[src/rtl/ripple_carry_adder.sv]
// ripple_carry_adder: WIDTH-bit unsigned adder built from a chain of single-bit
// full-adder cells, with registered sum and carry-out (fixed 1-cycle latency).
//
// Optional feature (compile-time macro RIPPLE_CARRY_ADDER_OVF_EN):
//   when defined, adds a registered two's-complement overflow output 'ovf'.
//
// Ports:
//   clk    in   1      rising-edge clock
//   rst_n  in   1      asynchronous active-low reset; clears all outputs
//   a      in   WIDTH  unsigned operand A
//   b      in   WIDTH  unsigned operand B
//   cin    in   1      carry-in to bit 0
//   s      out  WIDTH  registered sum, (a + b + cin) mod 2^WIDTH
//   cout   out  1      registered carry-out of bit WIDTH-1
//   ovf    out  1      registered signed overflow (only with RIPPLE_CARRY_ADDER_OVF_EN)

module ripple_carry_adder #(
  parameter int unsigned WIDTH = 4  // legal range 1..64
) (
  input  logic             clk,
  input  logic             rst_n,
  input  logic [WIDTH-1:0] a,
  input  logic [WIDTH-1:0] b,
  input  logic             cin,
  output logic [WIDTH-1:0] s,
`ifdef RIPPLE_CARRY_ADDER_OVF_EN
  output logic             ovf,
`endif
  output logic             cout
);

  logic [WIDTH-1:0] sum_d;
  logic             cout_d;
  logic             c_msb;    // carry into bit WIDTH-1

  logic [WIDTH-1:0] s_q;
  logic             cout_q;

  // Full-adder chain. Each loop iteration is one cell; the running carry is
  // a single variable so the chain stays a pure ripple with no lookahead.
  always_comb begin
    logic carry;
    logic p;
    sum_d = '0;
    c_msb = 1'b0;
    carry = cin;
    for (int unsigned i = 0; i < WIDTH; i++) begin
      if (i == WIDTH - 1) begin
        c_msb = carry;
      end
      p        = a[i] ^ b[i];
      sum_d[i] = p ^ carry;
      carry    = (a[i] & b[i]) | (carry & p);
    end
    cout_d = carry;
  end

  always_ff @(posedge clk or negedge rst_n) begin
    if (!rst_n) begin
      s_q    <= '0;
      cout_q <= 1'b0;
    end else begin
      s_q    <= sum_d;
      cout_q <= cout_d;
    end
  end

  assign s    = s_q;
  assign cout = cout_q;

`ifdef RIPPLE_CARRY_ADDER_OVF_EN
  logic ovf_q;

  // Signed overflow: carry into the sign bit differs from carry out of it.
  always_ff @(posedge clk or negedge rst_n) begin
    if (!rst_n) begin
      ovf_q <= 1'b0;
    end else begin
      ovf_q <= cout_d ^ c_msb;
    end
  end

  assign ovf = ovf_q;
`else
  logic unused_c_msb;
  assign unused_c_msb = c_msb;
`endif

endmodule

[config.mk]
export PLATFORM = sky130hd
export DESIGN_NAME = ripple_carry_adder
export DESIGN_NICKNAME = d
export VERILOG_FILES = /design/src/rtl/ripple_carry_adder.sv
export SDC_FILE = /design/constraint.sdc
export NUM_CORES = 1
export LEC_CHECK = 0
export BUFFER_PORTS_ARGS = -buffer_cell sky130_fd_sc_hd__buf_2
export CORE_AREA = 4 4 41 43
export DETAILED_ROUTE_END_ITERATION = 7
export DIE_AREA = 0 0 45 47
export HOLD_SLACK_MARGIN = 0.06
export MAX_ROUTING_LAYER = met4
export PLACE_DENSITY = 0.51
export SETUP_SLACK_MARGIN = 0.3
export SYNTH_ARGS = -nofsm -noshare
export SYNTH_HDL_FRONTEND = slang
export SYNTH_SLANG_ARGS = --single-unit
[constraint.sdc]
create_clock -name clk -period 0.8 [get_ports clk]
set_input_delay 0.04 -clock clk [delete_from_list [all_inputs] [get_ports clk]]
set_output_delay 0.04 -clock clk [all_outputs]
set_load 0.02 [all_outputs]
==> impl_metrics.ini, run 1 <==
[setup_path]
slowest_delay_ns = 0.40
cp_num_cells = 9
cp_max_fo = 1
cp.required_ns = 0.98
crit_type = in2reg
cp_slowest_cell = fa_1
crit_buf_inv = 5
cp_cell_sequence = buf_6 -> fa_2 -> inv_2 -> fa_2 -> inv_2 -> fa_2 -> inv_2 -> fa_1 -> inv_1
cp-start-kind = primary input
cp-end-kind = register
worstPathArrival_ns = 1.64
crit_family = adder cells

[clock_tree]
cts.sinks = 5
root_buffer = clkbuf_4
clockBufferDepth = 2
cts_max_level = 1
clk_pin_slew_ns = 0.04
numCtsBuffers = 3
tritoncts = done
post-cts-setup-buffers = 0

[drt]
antenna_left = 0
wirelength_microns = 438
vias = 174
drtPass1Iterations = 1
first_iter_violations = 0
wire_per_inst_microns = 8.111
routed_via_density = 3.222
drc = 0

[layout]
final_nets = 55
diodes = 0
register_area_sq_um = 125.1
syn2layout_area_growth_pct = 72.16
final_area_sq_um = 417.9
multi_input_area_sq_um = 87.58
nFillCells = 133
drive_gt1_share_pct = 61.54
final_core_util_pct = 32.12

[pwr]
pwr-share-comb_pct = 29.8
power_mw = 0.8409
clkPwrFrac_pct = 33.0
power.leakage_nw = 0.2259
cellPowerDensity_mw_per_mm2 = 2012
p_sw_share_pct = 26.97
p_sw_mw = 0.2267
peakVddDrop_uv = 399.5
seqPwrFrac_pct = 37.2
p_int_mw = 0.6141

[logic_synthesis]
yosysMostFrequentCell = inv_1
ys.flop_type = dfrtp_1
yosysTopAreaCell = dfrtp_1
synth-seq-area-share_pct = 51.55
avgSynthCellArea_sq_um = 12.78
synth-edff-count = 0
synth.yosys.warnings = 0
synth.top_cell.area_share_pct = 51.55
synth_cell_type_count = 3
synth_area_sq_um = 242.7
synth_common_cells = inv_1, dfrtp_1, fa_1
synthTopCellsByArea = dfrtp_1, fa_1, inv_1
syn-num-nets = 34
netlist_instances = 19
ys_async_sr_fraction_pct = 100.0
yosys_register_bits = 5

[floorplan]
core_sq_mm = 0.001301
rows = 13
die_w_microns = 45
fp.dieArea_sq_mm = 0.002115
ios = 16
die_y_microns = 47
initial_core_util_pct = 18.65

[global_routing]
grt_max_degree = 6
grt_pass1_wl_microns = 655
grt.total_usage_pct = 5.041
antenna_found_initial = 0
grt_pass1_vias = 169
overflow = 0

[timing]
worstMarginPinSlew_ns = 0.1057
holdWs_ns = 0.1105
layout_min_cycle_time_ns = 1.459
rsz0062_at_grt = yes
fin_ws_ns = -0.6593
drv_slew = 0
relSlewSlack_pct = 92.96
max_freq_mhz = 685.3
tns_ns = -1.514
min_period_over_period_pct = 182.4
hold_viol_final = 0
setup_viol = 4

[worst_hold_path]
worstHoldStart = cin
hold_path_depth = 2
holdPathEnd = s[0]
min_path_type = in2reg

[placed_design]
dpl_cell_area_sq_um = 344.1
numPortBuffers = 15
gp_congestion = 0.5917

[outcome]
status = finished with violations
violations = setup timing

[run]
max_cap_viol_count = 0
[worst max path at each step]
stage / from / endpoint / slack, ns
detailed placement: a[0] / s[3] / -0.98
global placement: a[0] / s[3] / -0.96
global route: cin / s[3] / -0.69
floorplan: a[0] / s[3] / -0.80
finish: cin / s[3] / -0.66
CTS: cin / s[3] / -0.65
[final cells by class]
cell class	count	share of cell area, %
flip-flops and latches	5	29.94
repair buffers	16	29.34
multi-input cells	4	20.96
inverters	10	8.982
clock buffers	4	6.287
well taps	15	4.491
[metrics by stage]
step | instances | setup slack, ns
2_1_floorplan | 19 | -0.7997
3_3_place_gp | 49 | -0.9553
3_5_place_dp | 49 | -0.9821
4_1_cts | 54 | -0.6532
5_1_grt | 54 | -0.6872
6_report | 54 | -0.6593
[metal layers]
metal,vias to the layer above,track usage (%),part of all wire [%]
li1,86,-,-
met1,72,6.132,40
met2,16,5.650,39
met3,0,2.299,21
met4,0,5.263,0
met5,-,-,0
[power by group through the flow]
| stage | Sequential (mW) | Combinational, mW | Clock, mW |
|---|---|---|---|
| global placement | 0.307 | 0.195 | 0 |
| global route | 0.318 | 0.270 | 0.308 |
| detailed placement | 0.306 | 0.201 | 0 |
| floorplan | 0.364 | 0.0521 | 0 |
| CTS | 0.314 | 0.255 | 0.294 |
| finish | 0.313 | 0.251 | 0.277 |
[kinds of logic after synthesis]
kind of cell	Yosys count	share of synthesized area (%)
adders and majority gates	4	32.99
buffers and inverters	10	15.47
DFF	5	51.55
[flip-flops by register name, summed over array words and instances, names as in the netlist]
signal,cells
s,4
cout,1
[placed cells by master (no fill, tap or decap)]
cell / n
buf_2: 9
inv_1: 7
buf_6: 6
dfrtp_1: 5
inv_2: 3
fa_2: 3
clkbuf_4: 3
fa_1: 1
clkbuf_1: 1
dlygate4sd3_1: 1
[what timing repair did]
action / in CTS / in global routing
hold buffers: 1 / 0
hold endpoints to repair: 5 / 0
endpoints found under the setup margin: 10 / 10
pin swaps: 4 / 0
gates resized for setup: 11 / 0
Power figures use the tool's default switching activity.
==> run 2, diff against run 1 <==
RECOVER_POWER = 100   (was default)
==> impl_metrics.ini, run 2 (same netlist as run 1, synthesis figures left out) <==
[timing]
min_period_over_period_pct = 182.4
relSlewSlack_pct = 83.99
setup_viol = 4
fin_ws_ns = -0.6593
max_freq_mhz = 685.3
hold_viol_final = 0
drv_slew = 0
holdWs_ns = 0.1105
rsz0062_at_grt = yes
layout_min_cycle_time_ns = 1.459
worstMarginPinSlew_ns = 0.2401

[setup_path]
cp-start-kind = primary input
cp.required_ns = 0.98
worstPathArrival_ns = 1.64
crit_type = in2reg
cp_max_fo = 1
cp-end-kind = register

[clock_tree]
tritoncts = done
cts.sinks = 5
cts_max_level = 1
clk_pin_slew_ns = 0.04
numCtsBuffers = 3
root_buffer = clkbuf_4
post-cts-setup-buffers = 0
clockBufferDepth = 2

[layout]
layout_commonest_cell = buf_2
register_area_sq_um = 125.1
layout_common_cells = buf_2, inv_1, dfrtp_1
instances_no_fill = 54
drive_gt1_share_pct = 58.97
final_nets = 55
nFillCells = 138
largest_reg_flops = 4
multi_input_area_sq_um = 87.58
diodes = 0
syn2layout_area_growth_pct = 68.56

[drt]
wire_per_inst_microns = 8.093
routed_via_density = 3.241
antenna_left = 0
vias = 175
wirelength_microns = 437
first_iter_violations = 0
drtPass1Iterations = 1
drc = 0

[pwr]
peakVddDrop_uv = 390.2
pwr-share-comb_pct = 29.1
seqPwrFrac_pct = 37.4
p_sw_mw = 0.2243
p_int_mw = 0.6045
p_sw_share_pct = 27.06
clkPwrFrac_pct = 33.4
cellPowerDensity_mw_per_mm2 = 2026
power_mw = 0.8288
power.leakage_nw = 0.2206

[global_routing]
grt_pass1_vias = 169
antenna_found_initial = 0
grt_pass1_wl_microns = 655
grt_max_degree = 6
grt.total_usage_pct = 5.041
overflow = 0

[outcome]
status = finished with violations
violations = setup timing

[floorplan]
fp.dieArea_sq_mm = 0.002115
die_w_microns = 45
initial_core_util_pct = 18.65
die_y_microns = 47
core_sq_mm = 0.001301
ios = 16
rows = 13

[placed_design]
numPortBuffers = 15
dp.cells = 49
gp_congestion = 0.5917
pre_cts_slack_ns = -0.9821

[run]
max_cap_viol_count = 0

[worst_hold_path]
min_path_type = in2reg
==> run 2: cell count changes in the layout (fill, tap and decap cells not counted) <==
cell / before / now
clkbuf_1: 1 / 2
buf_6: 6 / 4
buf_2: 9 / 8
buf_4: 0 / 2
==> run 2: final cells by class <==
cell class / count / share of cell area, %
Tap cell: 15 / 4.587
Inverter: 10 / 9.174
Sequential cell: 5 / 30.58
Clock buffer: 4 / 6.422
Timing Repair Buffer: 16 / 27.83
Multi-Input combinational cell: 4 / 21.41
==> run 2: repair_timing <==
| item | in CTS | in global routing |
|---|---|---|
| setup endpoints to repair | 10 | 10 |
| pin swaps | 4 | 0 |
| gates resized for setup | 11 | 0 |
| hold buffers | 1 | 0 |
| endpoints found under the hold margin | 5 | 0 |
==> run 2: final timing paths <==
| path | from | endpoint | slack [ns] | depth (start not counted) |
|---|---|---|---|---|
| setup / recovery | cin | s[3] | -0.66 | 9 |
| hold / removal | cin | s[0] | 0.11 | 2 |
| max in group asynchronous | rst_n | s[0] | 0.42 | 2 |
| min in group asynchronous | rst_n | cout | 0.18 | 2 |
==> run 2: layer usage <==
layer / GRT usage [%] / routed length (microns) / vias up
met5: - / 0 / -
li1: - / - / 87
met3: 2.299 / 92 / 0
met4: 5.263 / 0 / 0
met2: 5.650 / 168 / 16
met1: 6.132 / 176 / 72
==> run 2: power groups by stage <==
stage          clock (mW)  combinational (mW)  sequential [mW]
2_1_floorplan           0              0.0521            0.364
5_1_grt             0.308               0.261            0.315
6_report            0.277               0.241            0.310
3_5_place_dp            0               0.201            0.306
3_3_place_gp            0               0.195            0.307
4_1_cts             0.294               0.255            0.314
==> run 2: through the flow <==
step	setup TNS [ns]	util [%]	cell area [sq um]
after global placement	-2.656	26.44	344.1
after CTS	-1.483	32.12	417.9
final	-1.514	31.44	409.1
after floorplan	-2.035	-	250.2
after global routing	-1.606	31.44	409.1
after detailed placement	-2.735	26.44	344.1
==> run 2: worst max-delay path, cell delays in order <==
cell	delay [ns]
buf_6	0.09
fa_2	0.38
inv_2	0.06
fa_2	0.18
inv_2	0.04
fa_2	0.33
inv_2	0.06
fa_1	0.40
inv_1	0.06
==> run 3, diff against run 2 <==
==> constraint.sdc (replaced) <==
create_clock -name clk -period 0.8 [get_ports clk]
set_input_delay 0.08 -clock clk [delete_from_list [all_inputs] [get_ports clk]]
set_output_delay 0.08 -clock clk [all_outputs]
set_load 0.02 [all_outputs]
==> impl_metrics.ini, run 3 (same netlist as run 1, synthesis figures left out) <==
[outcome]
status = finished with violations
violations = setup timing

[global_routing]
grt_pass1_vias = 169
grt.total_usage_pct = 5.041
grt_max_degree = 6
grt_pass1_wl_microns = 655
overflow = 0
antenna_found_initial = 0

[worst_hold_path]
min_path_type = in2reg

[timing]
worstMarginPinSlew_ns = 0.2401
hold_viol_final = 0
max_freq_mhz = 667.0
rsz0062_at_grt = yes
setup_viol = 9
tns_ns = -1.699
layout_min_cycle_time_ns = 1.499
fin_ws_ns = -0.6993
drv_slew = 0
relSlewSlack_pct = 83.99
min_period_over_period_pct = 187.4
holdWs_ns = 0.1505

[pwr]
clkPwrFrac_pct = 33.0
power.leakage_nw = 0.2231
p_sw_share_pct = 26.98
p_int_mw = 0.6134
seqPwrFrac_pct = 37.3
power_mw = 0.8400
pwr-share-comb_pct = 29.7
p_sw_mw = 0.2267
cellPowerDensity_mw_per_mm2 = 2016
peakVddDrop_uv = 399.5

[run]
max_cap_viol_count = 0

[setup_path]
cp-end-kind = register
slowest_delay_ns = 0.40
worstPathArrival_ns = 1.68
crit_buf_inv = 5
cp-start-kind = primary input
cp.required_ns = 0.98
cp_slowest_cell = fa_1
cp_max_fo = 1
cp_cell_sequence = buf_6 -> fa_2 -> inv_2 -> fa_2 -> inv_2 -> fa_2 -> inv_2 -> fa_1 -> inv_1
crit_family = adder cells
crit_type = in2reg

[drt]
routed_via_density = 3.241
antenna_left = 0
wire_per_inst_microns = 8.037
vias = 175
first_iter_violations = 0
drc = 0
drtPass1Iterations = 1
wirelength_microns = 434

[floorplan]
core_sq_mm = 0.001301
fp.dieArea_sq_mm = 0.002115
die_y_microns = 47
ios = 16
rows = 13
initial_core_util_pct = 18.65
die_w_microns = 45

[layout]
layout_commonest_cell = buf_2
nFillCells = 134
final_nets = 55
syn2layout_area_growth_pct = 71.65
instances_no_fill = 54
largest_reg_flops = 4
diodes = 0
drive_gt1_share_pct = 58.97
multi_input_area_sq_um = 87.58
register_area_sq_um = 125.1
layout_common_cells = buf_2, inv_1, buf_6

[placed_design]
gp_congestion = 0.5917
numPortBuffers = 15
dp.cells = 49
pre_cts_slack_ns = -1.022

[clock_tree]
root_buffer = clkbuf_4
tritoncts = done
clk_pin_slew_ns = 0.04
cts_max_level = 1
post-cts-setup-buffers = 0
cts.sinks = 5
clockBufferDepth = 2
numCtsBuffers = 3
## run 3: worst paths after layout
check	start	to	slack, ns	cells past startpoint
max in group asynchronous	rst_n	s[0]	0.38	2
min in group asynchronous	rst_n	cout	0.22	2
max	cin	s[3]	-0.70	9
min	cin	s[0]	0.15	2
## run 3: area by class of cell
class / count / area share, %
multi-input cells: 4 / 21.02
inverters: 10 / 9.009
repair buffers: 16 / 29.13
flip-flops and latches: 5 / 30.03
clock buffers: 4 / 6.306
well taps: 15 / 4.505
## run 3: power by group through the flow
stage          Sequential, mW  Clock [mW]  Combinational, mW
6_report                0.313       0.277              0.250
5_1_grt                 0.318       0.308              0.269
4_1_cts                 0.314       0.294              0.255
3_5_place_dp            0.306           0              0.201
3_3_place_gp            0.307           0              0.195
2_1_floorplan           0.364           0             0.0521
## run 3: what timing repair did
action                                  CTS  global route
pin swaps                                 4             0
hold buffers                              1             0
gates resized for setup                  11             0
endpoints found under the setup margin   10            10
endpoints found under the hold margin     5             0
## run 3: per-layer routing
layer	GRT usage, %	vias to the layer above	part of all wire (%)
li1	-	87	-
met1	6.132	72	39
met2	5.650	16	39
met3	2.299	0	22
met4	5.263	0	0
met5	-	-	0
## run 3: metrics by stage
stage | instance area, sq um | utilization (%)
3_5_place_dp | 344.1 | 26.44
6_report | 416.7 | 32.02
4_1_cts | 417.9 | 32.12
2_1_floorplan | 250.2 | -
3_3_place_gp | 344.1 | 26.44
5_1_grt | 416.7 | 32.02
